$ cat config.mk
export PLATFORM = sky130hd
export DESIGN_NAME = output_conditioner
export DESIGN_NICKNAME = d
export VERILOG_FILES = /design/src/rtl/output_conditioner.sv
export SDC_FILE = /design/constraint.sdc
export NUM_CORES = 1
export LEC_CHECK = 0
export ABC_AREA = 1
export ABC_CLOCK_PERIOD_IN_PS = 1600
export CORE_MARGIN = 10
export CORE_UTILIZATION = 40
export CTS_BUF_LIST = sky130_fd_sc_hd__clkbuf_4
export CTS_CLUSTER_DIAMETER = 50
export DETAILED_ROUTE_END_ITERATION = 7
export GPL_TIMING_DRIVEN = 1
export PLACE_DENSITY_LB_ADDON = 0.08
export SETUP_SLACK_MARGIN = 0.4
export SLEW_MARGIN = 20
export SYNTH_ARGS = -nofsm -noshare
export SYNTH_HDL_FRONTEND = slang
export SYNTH_SLANG_ARGS = --single-unit
$ cat constraint.sdc
create_clock -name clk -period 1.6 [get_ports clk]
set_input_delay 0.24 -clock clk [delete_from_list [all_inputs] [get_ports clk]]
set_output_delay 0.24 -clock clk [all_outputs]
set_load 0.01 [all_outputs]
$ cat src/rtl/output_conditioner.sv
// Drives a registered line level with a guaranteed minimum hold and queues one pending request.
// Optional bounce emulation for exercising remote debouncers: define OUTPUT_CONDITIONER_BOUNCE_EN.
module output_conditioner #(
   parameter int holdtime    = 3,
   parameter int bouncecount = 2
) (
   input  logic clk,
   input  logic reset,
   input  logic positiveedge,
   input  logic negativeedge,
   input  logic faultactive,
   output logic pin,
   output logic conditioned,
   output logic busy
);

   localparam logic [1:0] IDLE   = 2'd0;
   localparam logic [1:0] BOUNCE = 2'd1;
   localparam logic [1:0] HOLD   = 2'd2;

   localparam logic [7:0] HoldLast = 8'(holdtime - 1);

   if (holdtime < 1 || holdtime > 255) begin : gBadHoldtime
      $error("output_conditioner: holdtime out of range 1..255");
   end
   if (bouncecount < 1 || bouncecount > 15) begin : gBadBouncecount
      $error("output_conditioner: bouncecount out of range 1..15");
   end

   logic [1:0] state_q, state_d;
   logic [7:0] holdCnt_q, holdCnt_d;
   logic       pin_q, pin_d;
   logic       cond_q, cond_d;
   logic       pendValid_q, pendValid_d;
   logic       pendLevel_q, pendLevel_d;

`ifdef OUTPUT_CONDITIONER_BOUNCE_EN
   localparam logic [4:0] BounceLast = 5'(2 * bouncecount - 1);
   logic [4:0] bounceCnt_q, bounceCnt_d;
   logic       target_q, target_d;
`endif

   logic reqValid;
   logic reqLevel;
   logic effPendValid;
   logic effPendLevel;
   logic startReq;
   logic startLevel;

   // Opposite requests in the same cycle cancel; a request seen on the HOLD exit cycle wins over the stored one.
   assign reqValid     = positiveedge ^ negativeedge;
   assign reqLevel     = positiveedge;
   assign effPendValid = pendValid_q | reqValid;
   assign effPendLevel = reqValid ? reqLevel : pendLevel_q;

   always_comb begin
      state_d     = state_q;
      holdCnt_d   = holdCnt_q;
      pin_d       = pin_q;
      cond_d      = cond_q;
      pendValid_d = pendValid_q;
      pendLevel_d = pendLevel_q;
`ifdef OUTPUT_CONDITIONER_BOUNCE_EN
      bounceCnt_d = bounceCnt_q;
      target_d    = target_q;
`endif
      startReq    = 1'b0;
      startLevel  = reqLevel;

      case (state_q)
         IDLE: begin
            if (reqValid && (reqLevel != cond_q)) begin
               startReq   = 1'b1;
               startLevel = reqLevel;
            end
         end
`ifdef OUTPUT_CONDITIONER_BOUNCE_EN
         BOUNCE: begin
            if (reqValid) begin
               pendValid_d = 1'b1;
               pendLevel_d = reqLevel;
            end
            if (bounceCnt_q == BounceLast) begin
               state_d   = HOLD;
               pin_d     = target_q;
               cond_d    = target_q;
               holdCnt_d = 8'd0;
            end else begin
               bounceCnt_d = bounceCnt_q + 5'd1;
               // Even bounce steps show the new level, odd steps the old one.
               pin_d       = bounceCnt_q[0] ? target_q : ~target_q;
            end
         end
`endif
         HOLD: begin
            if (holdCnt_q == HoldLast) begin
               pendValid_d = 1'b0;
               if (effPendValid && (effPendLevel != cond_q)) begin
                  startReq   = 1'b1;
                  startLevel = effPendLevel;
               end else begin
                  state_d = IDLE;
               end
            end else begin
               holdCnt_d = holdCnt_q + 8'd1;
               if (reqValid) begin
                  pendValid_d = 1'b1;
                  pendLevel_d = reqLevel;
               end
            end
         end
         default: state_d = IDLE;
      endcase

      if (startReq) begin
         pin_d = startLevel;
`ifdef OUTPUT_CONDITIONER_BOUNCE_EN
         state_d     = BOUNCE;
         bounceCnt_d = 5'd0;
         target_d    = startLevel;
`else
         state_d   = HOLD;
         cond_d    = startLevel;
         holdCnt_d = 8'd0;
`endif
      end
   end

   // A fault freezes everything, including pending capture; reset overrides the freeze.
   always_ff @(posedge clk) begin
      if (reset) begin
         state_q     <= IDLE;
         holdCnt_q   <= 8'd0;
         pin_q       <= 1'b0;
         cond_q      <= 1'b0;
         pendValid_q <= 1'b0;
         pendLevel_q <= 1'b0;
`ifdef OUTPUT_CONDITIONER_BOUNCE_EN
         bounceCnt_q <= 5'd0;
         target_q    <= 1'b0;
`endif
      end else if (!faultactive) begin
         state_q     <= state_d;
         holdCnt_q   <= holdCnt_d;
         pin_q       <= pin_d;
         cond_q      <= cond_d;
         pendValid_q <= pendValid_d;
         pendLevel_q <= pendLevel_d;
`ifdef OUTPUT_CONDITIONER_BOUNCE_EN
         bounceCnt_q <= bounceCnt_d;
         target_q    <= target_d;
`endif
      end
   end

   assign pin         = pin_q;
   assign conditioned = cond_q;
   assign busy        = (state_q == BOUNCE) || (state_q == HOLD);

endmodule

==> impl_metrics.json, run 1 <==
{
  "antenna_found_initial": 0,
  "fmax_ghz": 0.702,
  "die_w_um": 65.8,
  "p_leak_nw": 0.511,
  "yosys_most_used_dff": "dfxtp_1",
  "area_growth_pct": 47.0,
  "wl_met2_um": 995,
  "worstRegToRegCells": 10,
  "gr-usage-all-layers_pct": 10.1,
  "first_iter_violations": 17,
  "critical_path.cell_chain": "inv_1 -> nand2_2 -> nor2_4 -> nand3_2 -> nor2_2 -> nand2_2 -> buf_6 -> buf_6 -> nand4_1 -> a21oi_2",
  "dp_hpwl_mm": 1.35,
  "portBuffers": 7,
  "crit_family": "simple AND/OR/NAND/NOR gates",
  "synth_area_um2": 838,
  "slew_violations": 0,
  "die_h_um": 65.8,
  "place_congestion": 0.750,
  "setup-tns-final_ps": 0,
  "cts_num_sinks": 12,
  "total_power_w": 0.000633,
  "rows": 16,
  "crit_path_end": "holdCnt_q[6]",
  "cp_slowest_cell": "dfxtp_2",
  "setup_violations": 0,
  "synth_top_area_share_pct": 28.7,
  "clock_skew_ps": 4.50,
  "routed_wl_mm": 2.00,
  "syn-num-nets": 118,
  "synth.distinct_cells": 26,
  "rsz0062_at_grt": "yes",
  "syn_avg_cell_area_um2": 7.55,
  "synth.top_cells.by_count": "18 x inv_1, 16 x nand2_1, 12 x dfxtp_1",
  "yosys_warnings": 0,
  "hold_class": "reg -> reg",
  "hold_viol_final": 0,
  "power_frac_clock_pct": 30.0,
  "cts_root_buffer": "clkbuf_4",
  "via_per_inst": 4.73,
  "power_frac_seq_pct": 48.8,
  "fill_cells": 179,
  "internal_power_w": 0.000445,
  "num_antenna_cells": 0,
  "wl_per_cell_um": 12.3,
  "worst_pin_slew_ps": 277,
  "grt_pass1_wl_mm": 3.54,
  "layout-drive-gt1-share_pct": 58.5,
  "clk_pin_slew_worst_paths_ps": 80,
  "placedInstanceArea_um2": 1010,
  "cts_buffer_depth": 2,
  "drv_cap": 0,
  "whs_path_depth": 2,
  "period_minus_slack_ps": 1420,
  "rr_endpoint": "holdCnt_q[6]",
  "critical_path.startpoint": "holdCnt_q[3]",
  "grt_max_degree": 7,
  "path_depth": 10,
  "drcViolationCount": 0,
  "synth_area_leaders": "dfxtp_1 29%, a21oi_2 9.4%, nand3_2 8.4%",
  "die_area_um2": 4330,
  "synth_async_sr_flop_share_pct": 0,
  "synth_edf_count": 0,
  "startpoint_type": "flip-flop",
  "slew-limit-headroom_pct": 81.5,
  "start_util_pct": 42.3,
  "syn_inst": 111,
  "power_density_nw_per_um2": 514,
  "htreeDepth": 1,
  "reg2reg_slack_ps": 180,
  "preCtsSetupSlack_ps": -240,
  "drt-pass1-iter-count": 4,
  "cp.arrival_ps": 1580,
  "fin_area_um2": 1230,
  "crit_type": "reg -> reg",
  "switchingPower_w": 0.000188,
  "hold_buffers": 0,
  "combinationalPowerShare_pct": 21.2,
  "synth_seq_area_share_pct": 28.7,
  "ant_nets": 0,
  "clk_latency_ps": 270,
  "status": "completed",
  "period_share_pct": 89.0,
  "synth_area_leader_cell": "dfxtp_1",
  "io_pins": 8,
  "topRoutingLayerUsed": "met4",
  "slowest_delay_ps": 340,
  "dr_wl_met3_um": 69,
  "nets": 144,
  "cts-buffers-inserted": 3,
  "critPathCaptureType": "flip-flop",
  "overflow": 0,
  "peakVddDrop_uv": 347,
  "dr_total_vias": 767,
  "worstPathRequired_ps": 1750,
  "finalWorstSetupSlack_ps": 176,
  "cts_tree": "yes",
  "crit_buf_inv": 3,
  "core-area_um2": 1980,
  "grt_pass1_vias": 814,
  "met1_length_um": 923,
  "r2r_start": "holdCnt_q[3]",
  "swShare_pct": 29.7,
  "ys_ff_latch": 12,
  "crit_fanout": 3,
  "synth.most_common_cell": "inv_1"
}
worst register-to-register path: cells and delay by family, from the launching register on:
| kind | cells | cell delay (ps) |
|---|---|---|
| flip-flops | 1 | 340 |
| buffers and inverters | 3 | 350 |
| AO/OA/AOI/OAI | 1 | 50 |
| AND/OR/NAND/NOR | 6 | 580 |
power by group through the flow:
stage / Sequential (W) / Combinational [W] / Clock, W
finish: 0.000309 / 0.000134 / 0.000190
global route: 0.000311 / 0.000147 / 0.000209
CTS: 0.000308 / 0.000123 / 0.000194
detailed placement: 0.000318 / 0.000107 / 0
global placement: 0.000318 / 0.000107 / 0
floorplan: 0.000318 / 0.0000686 / 0
repair_timing:
item,CTS,global route
endpoints found under the setup margin,15,13
pin swaps,7,6
gates cloned,2,0
resized for setup,32,16
setup buffers,5,1
final cells by class:
class / count / area, um2 / area share (%)
Timing Repair Buffer: 23 / 206 / 16.8
Clock buffer: 3 / 22.5 / 1.83
Tap cell: 27 / 33.8 / 2.74
Inverter: 20 / 82.6 / 6.70
Sequential cell: 12 / 253 / 20.5
Multi-Input combinational cell: 76 / 628 / 51.0
Timing Repair inverter: 1 / 6.26 / 0.508
worst min path at each step:
stage	startpoint	to	slack, ps
6_report	holdCnt_q[5]	holdCnt_q[5]	480
5_1_grt	holdCnt_q[5]	holdCnt_q[5]	500
4_1_cts	holdCnt_q[5]	holdCnt_q[5]	480
3_5_place_dp	holdCnt_q[0]	holdCnt_q[0]	470
3_3_place_gp	holdCnt_q[0]	holdCnt_q[0]	460
2_1_floorplan	holdCnt_q[0]	holdCnt_q[0]	440
kinds of logic after synthesis:
group / synth area share (%)
AND/OR/NAND/NOR: 35.5
XOR/XNOR: 5.22
adder cells (fa/ha/maj): 2.98
buffers and inverters: 12.5
flip-flops: 28.7
AO/OA/AOI/OAI: 15.1
routing by layer:
layer  GRT usage (%)  vias to the layer above
li1                -                      397
met4            3.74                        0
met3            2.54                        2
met5               0                        -
met1            12.0                      355
met2            16.9                       13
cells in the final DEF (no fill, tap or decap), types with 3 or more instances in the layout:
cell | synthesis | layout
clkbuf_4 | 0 | 3
inv_1 | 18 | 14
nor2_2 | 3 | 5
nand3_2 | 7 | 7
nor2_1 | 7 | 4
dlygate4sd2_1 | 0 | 5
xor2_1 | 5 | 5
nand2_1 | 16 | 11
inv_2 | 1 | 5
nand2_4 | 0 | 4
buf_6 | 1 | 4
buf_4 | 2 | 11
dfxtp_1 | 12 | 6
nand2_2 | 9 | 9
dfxtp_2 | 0 | 4
a21oi_2 | 9 | 9
sequential cells by signal (all words and copies together) (netlist names):
name	cells
pendLevel_q	1
state_q	1
conditioned	1
pendValid_q	1
holdCnt_q	8
stage by stage:
stage	hold WS [ps]	utilization, %	instances
finish	476	62.2	162
global route	500	62.2	162
CTS	478	58.8	161
detailed placement	467	50.8	151
global placement	464	50.8	151
floorplan	439	-	111
Note: power is estimated with default switching activity, not from simulation.
==> inputs of run 2 (changes only) <==
--- a/config.mk
+++ b/config.mk
@@ -6,7 +6,7 @@
 export NUM_CORES = 1
 export LEC_CHECK = 0
 export ABC_AREA = 1
-export ABC_CLOCK_PERIOD_IN_PS = 1600
+export ABC_CLOCK_PERIOD_IN_PS = 1200
 export CORE_MARGIN = 10
 export CORE_UTILIZATION = 40
 export CTS_BUF_LIST = sky130_fd_sc_hd__clkbuf_4
@@ -14,7 +14,6 @@
 export DETAILED_ROUTE_END_ITERATION = 7
 export GPL_TIMING_DRIVEN = 1
 export PLACE_DENSITY_LB_ADDON = 0.08
-export SETUP_SLACK_MARGIN = 0.4
 export SLEW_MARGIN = 20
 export SYNTH_ARGS = -nofsm -noshare
 export SYNTH_HDL_FRONTEND = slang
==> constraint.sdc (replaced) <==
create_clock -name clk -period 1.2 [get_ports clk]
set_input_delay 0.18 -clock clk [delete_from_list [all_inputs] [get_ports clk]]
set_output_delay 0.18 -clock clk [all_outputs]
set_load 0.01 [all_outputs]
==> run 2 against run 1 <==
  * The flow now finishes with violations (setup timing)
  * Sequential cell count did not move
  * Critical endpoint is now holdCnt_q[1]
  * Highest routed layer unchanged
  * Final cell count rose by 10%
  * Clock skew fell by 1.8 ps
==> impl_metrics.json, run 2 (synthesized netlist as in run 1, its figures left out) <==
{
  "wl_per_cell_um": 12.7,
  "setup_violations": 12,
  "dr_total_vias": 824,
  "startpoint_type": "flip-flop",
  "cts_tree": "yes",
  "dp_hpwl_mm": 1.50,
  "hold_buffers": 0,
  "nets": 160,
  "num_antenna_cells": 0,
  "die_h_um": 65.8,
  "rsz0062_at_grt": "yes",
  "swShare_pct": 30.5,
  "critPathCaptureType": "flip-flop",
  "largest_register": "holdCnt_q",
  "clock_skew_ps": 2.67,
  "period_share_pct": 116,
  "area_growth_pct": 67.6,
  "power_frac_seq_pct": 45.6,
  "status": "finished, violations left",
  "cts_num_sinks": 12,
  "routed_wl_mm": 2.27,
  "cts_root_buffer": "clkbuf_4",
  "antenna_found_initial": 0,
  "grt_pass1_vias": 824,
  "internal_power_w": 0.000627,
  "finalCoreUtilization_pct": 70.9,
  "cts-buffers-inserted": 3,
  "layout_common_cells": "25 x buf_4, 15 x inv_1, 12 x nand2_2, 10 x nand2_1, 9 x a21oi_2",
  "switchingPower_w": 0.000275,
  "gr-usage-all-layers_pct": 10.9,
  "die_area_um2": 4330,
  "layout-drive-gt1-share_pct": 63.8,
  "hold_class": "in -> reg",
  "p_leak_nw": 0.584,
  "drv_cap": 0,
  "worstPathRequired_ps": 1420,
  "period_minus_slack_ps": 1390,
  "overflow": 0,
  "peakVddDrop_uv": 519,
  "start_util_pct": 42.3,
  "final_cell_count_no_fill": 179,
  "clk_latency_ps": 280,
  "dp.cells": 171,
  "core-area_um2": 1980,
  "slew-limit-headroom_pct": 78.2,
  "first_iter_violations": 25,
  "drcViolationCount": 0,
  "crit_type": "reg -> reg",
  "cp.arrival_ps": 1610,
  "crit_fanout": 4,
  "io_pins": 8,
  "grt_pass1_wl_mm": 3.68,
  "die_w_um": 65.8,
  "final_common_cell": "buf_4",
  "rows": 16,
  "violations": "setup timing",
  "slew_violations": 0,
  "worst_pin_slew_ps": 327,
  "combinationalPowerShare_pct": 23.9,
  "place_congestion": 0.811,
  "hold_viol_final": 0,
  "fmax_ghz": 0.717,
  "drt-pass1-iter-count": 4,
  "portBuffers": 7,
  "power_density_nw_per_um2": 642,
  "power_frac_clock_pct": 30.4,
  "cts_buffer_depth": 2,
  "via_per_inst": 4.60,
  "grt_max_degree": 10,
  "clk_pin_slew_worst_paths_ps": 80,
  "htreeDepth": 1,
  "largest_register_ffs": 8,
  "ant_nets": 0,
  "finalWorstSetupSlack_ps": -194
}
[run 2: power groups by stage]
stage / clock (W) / sequential (W) / combinational [W]
CTS: 0.000280 / 0.000414 / 0.000198
finish: 0.000275 / 0.000412 / 0.000216
detailed placement: 0 / 0.000422 / 0.000176
floorplan: 0 / 0.000425 / 0.0000915
global route: 0.000304 / 0.000413 / 0.000234
global placement: 0 / 0.000422 / 0.000173
[run 2: cell type report]
cell class              count  area [um2]
flip-flops and latches     12         249
clock inverters             1        3.75
inverters                  20        82.6
well taps                  27        33.8
repair buffers             40         367
fillers                   155         577
clock buffers               3        22.5
multi-input cells          76         647
[run 2: layer usage]
metal / wire (um) / global-route usage (%) / vias to the layer above
li1: - / - / 429
met1: 977 / 11.5 / 379
met2: 1190 / 19.3 / 12
met3: 79 / 3.73 / 4
met4: 21 / 4.01 / 0
met5: 0 / 0 / -
[run 2: critical path, cell delays in order, from the launching register on]
cell and delay (ps):
dfxtp_2 350, inv_2 40, ha_4 140, inv_2 60
nor2_4 40, nand2_2 100, nand2_4 110, clkbuf_16 180
or2_1 210, a21oi_2 100
[run 2: worst paths after layout]
path	cells after the start	start	endpoint	slack, ps
max reg2reg	9	holdCnt_q[0]	holdCnt_q[1]	-190
min reg2reg	2	pendLevel_q	pendLevel_q	520
min	5	negativeedge	pendLevel_q	510
max	9	holdCnt_q[0]	holdCnt_q[1]	-190
[run 2: what timing repair did]
action	in CTS	in global routing
setup endpoints to repair	15	14
pin swaps	12	6
buffers inserted	1	1
cloned	1	1
gates resized for setup	33	15
[run 2: through the flow]
stage / TNS (ps) / hold WS (ps) / worst slack [ps] / instance area [um2] / power (W)
after floorplan: -1410 / 420 / -160 / 861 / 0.000516
after global placement: -5540 / 522 / -532 / 1180 / 0.000594
after detailed placement: -5880 / 532 / -565 / 1180 / 0.000598
after CTS: -1440 / 503 / -197 / 1340 / 0.000893
after global routing: -2680 / 527 / -281 / 1410 / 0.000952
final: -1700 / 506 / -194 / 1410 / 0.000902
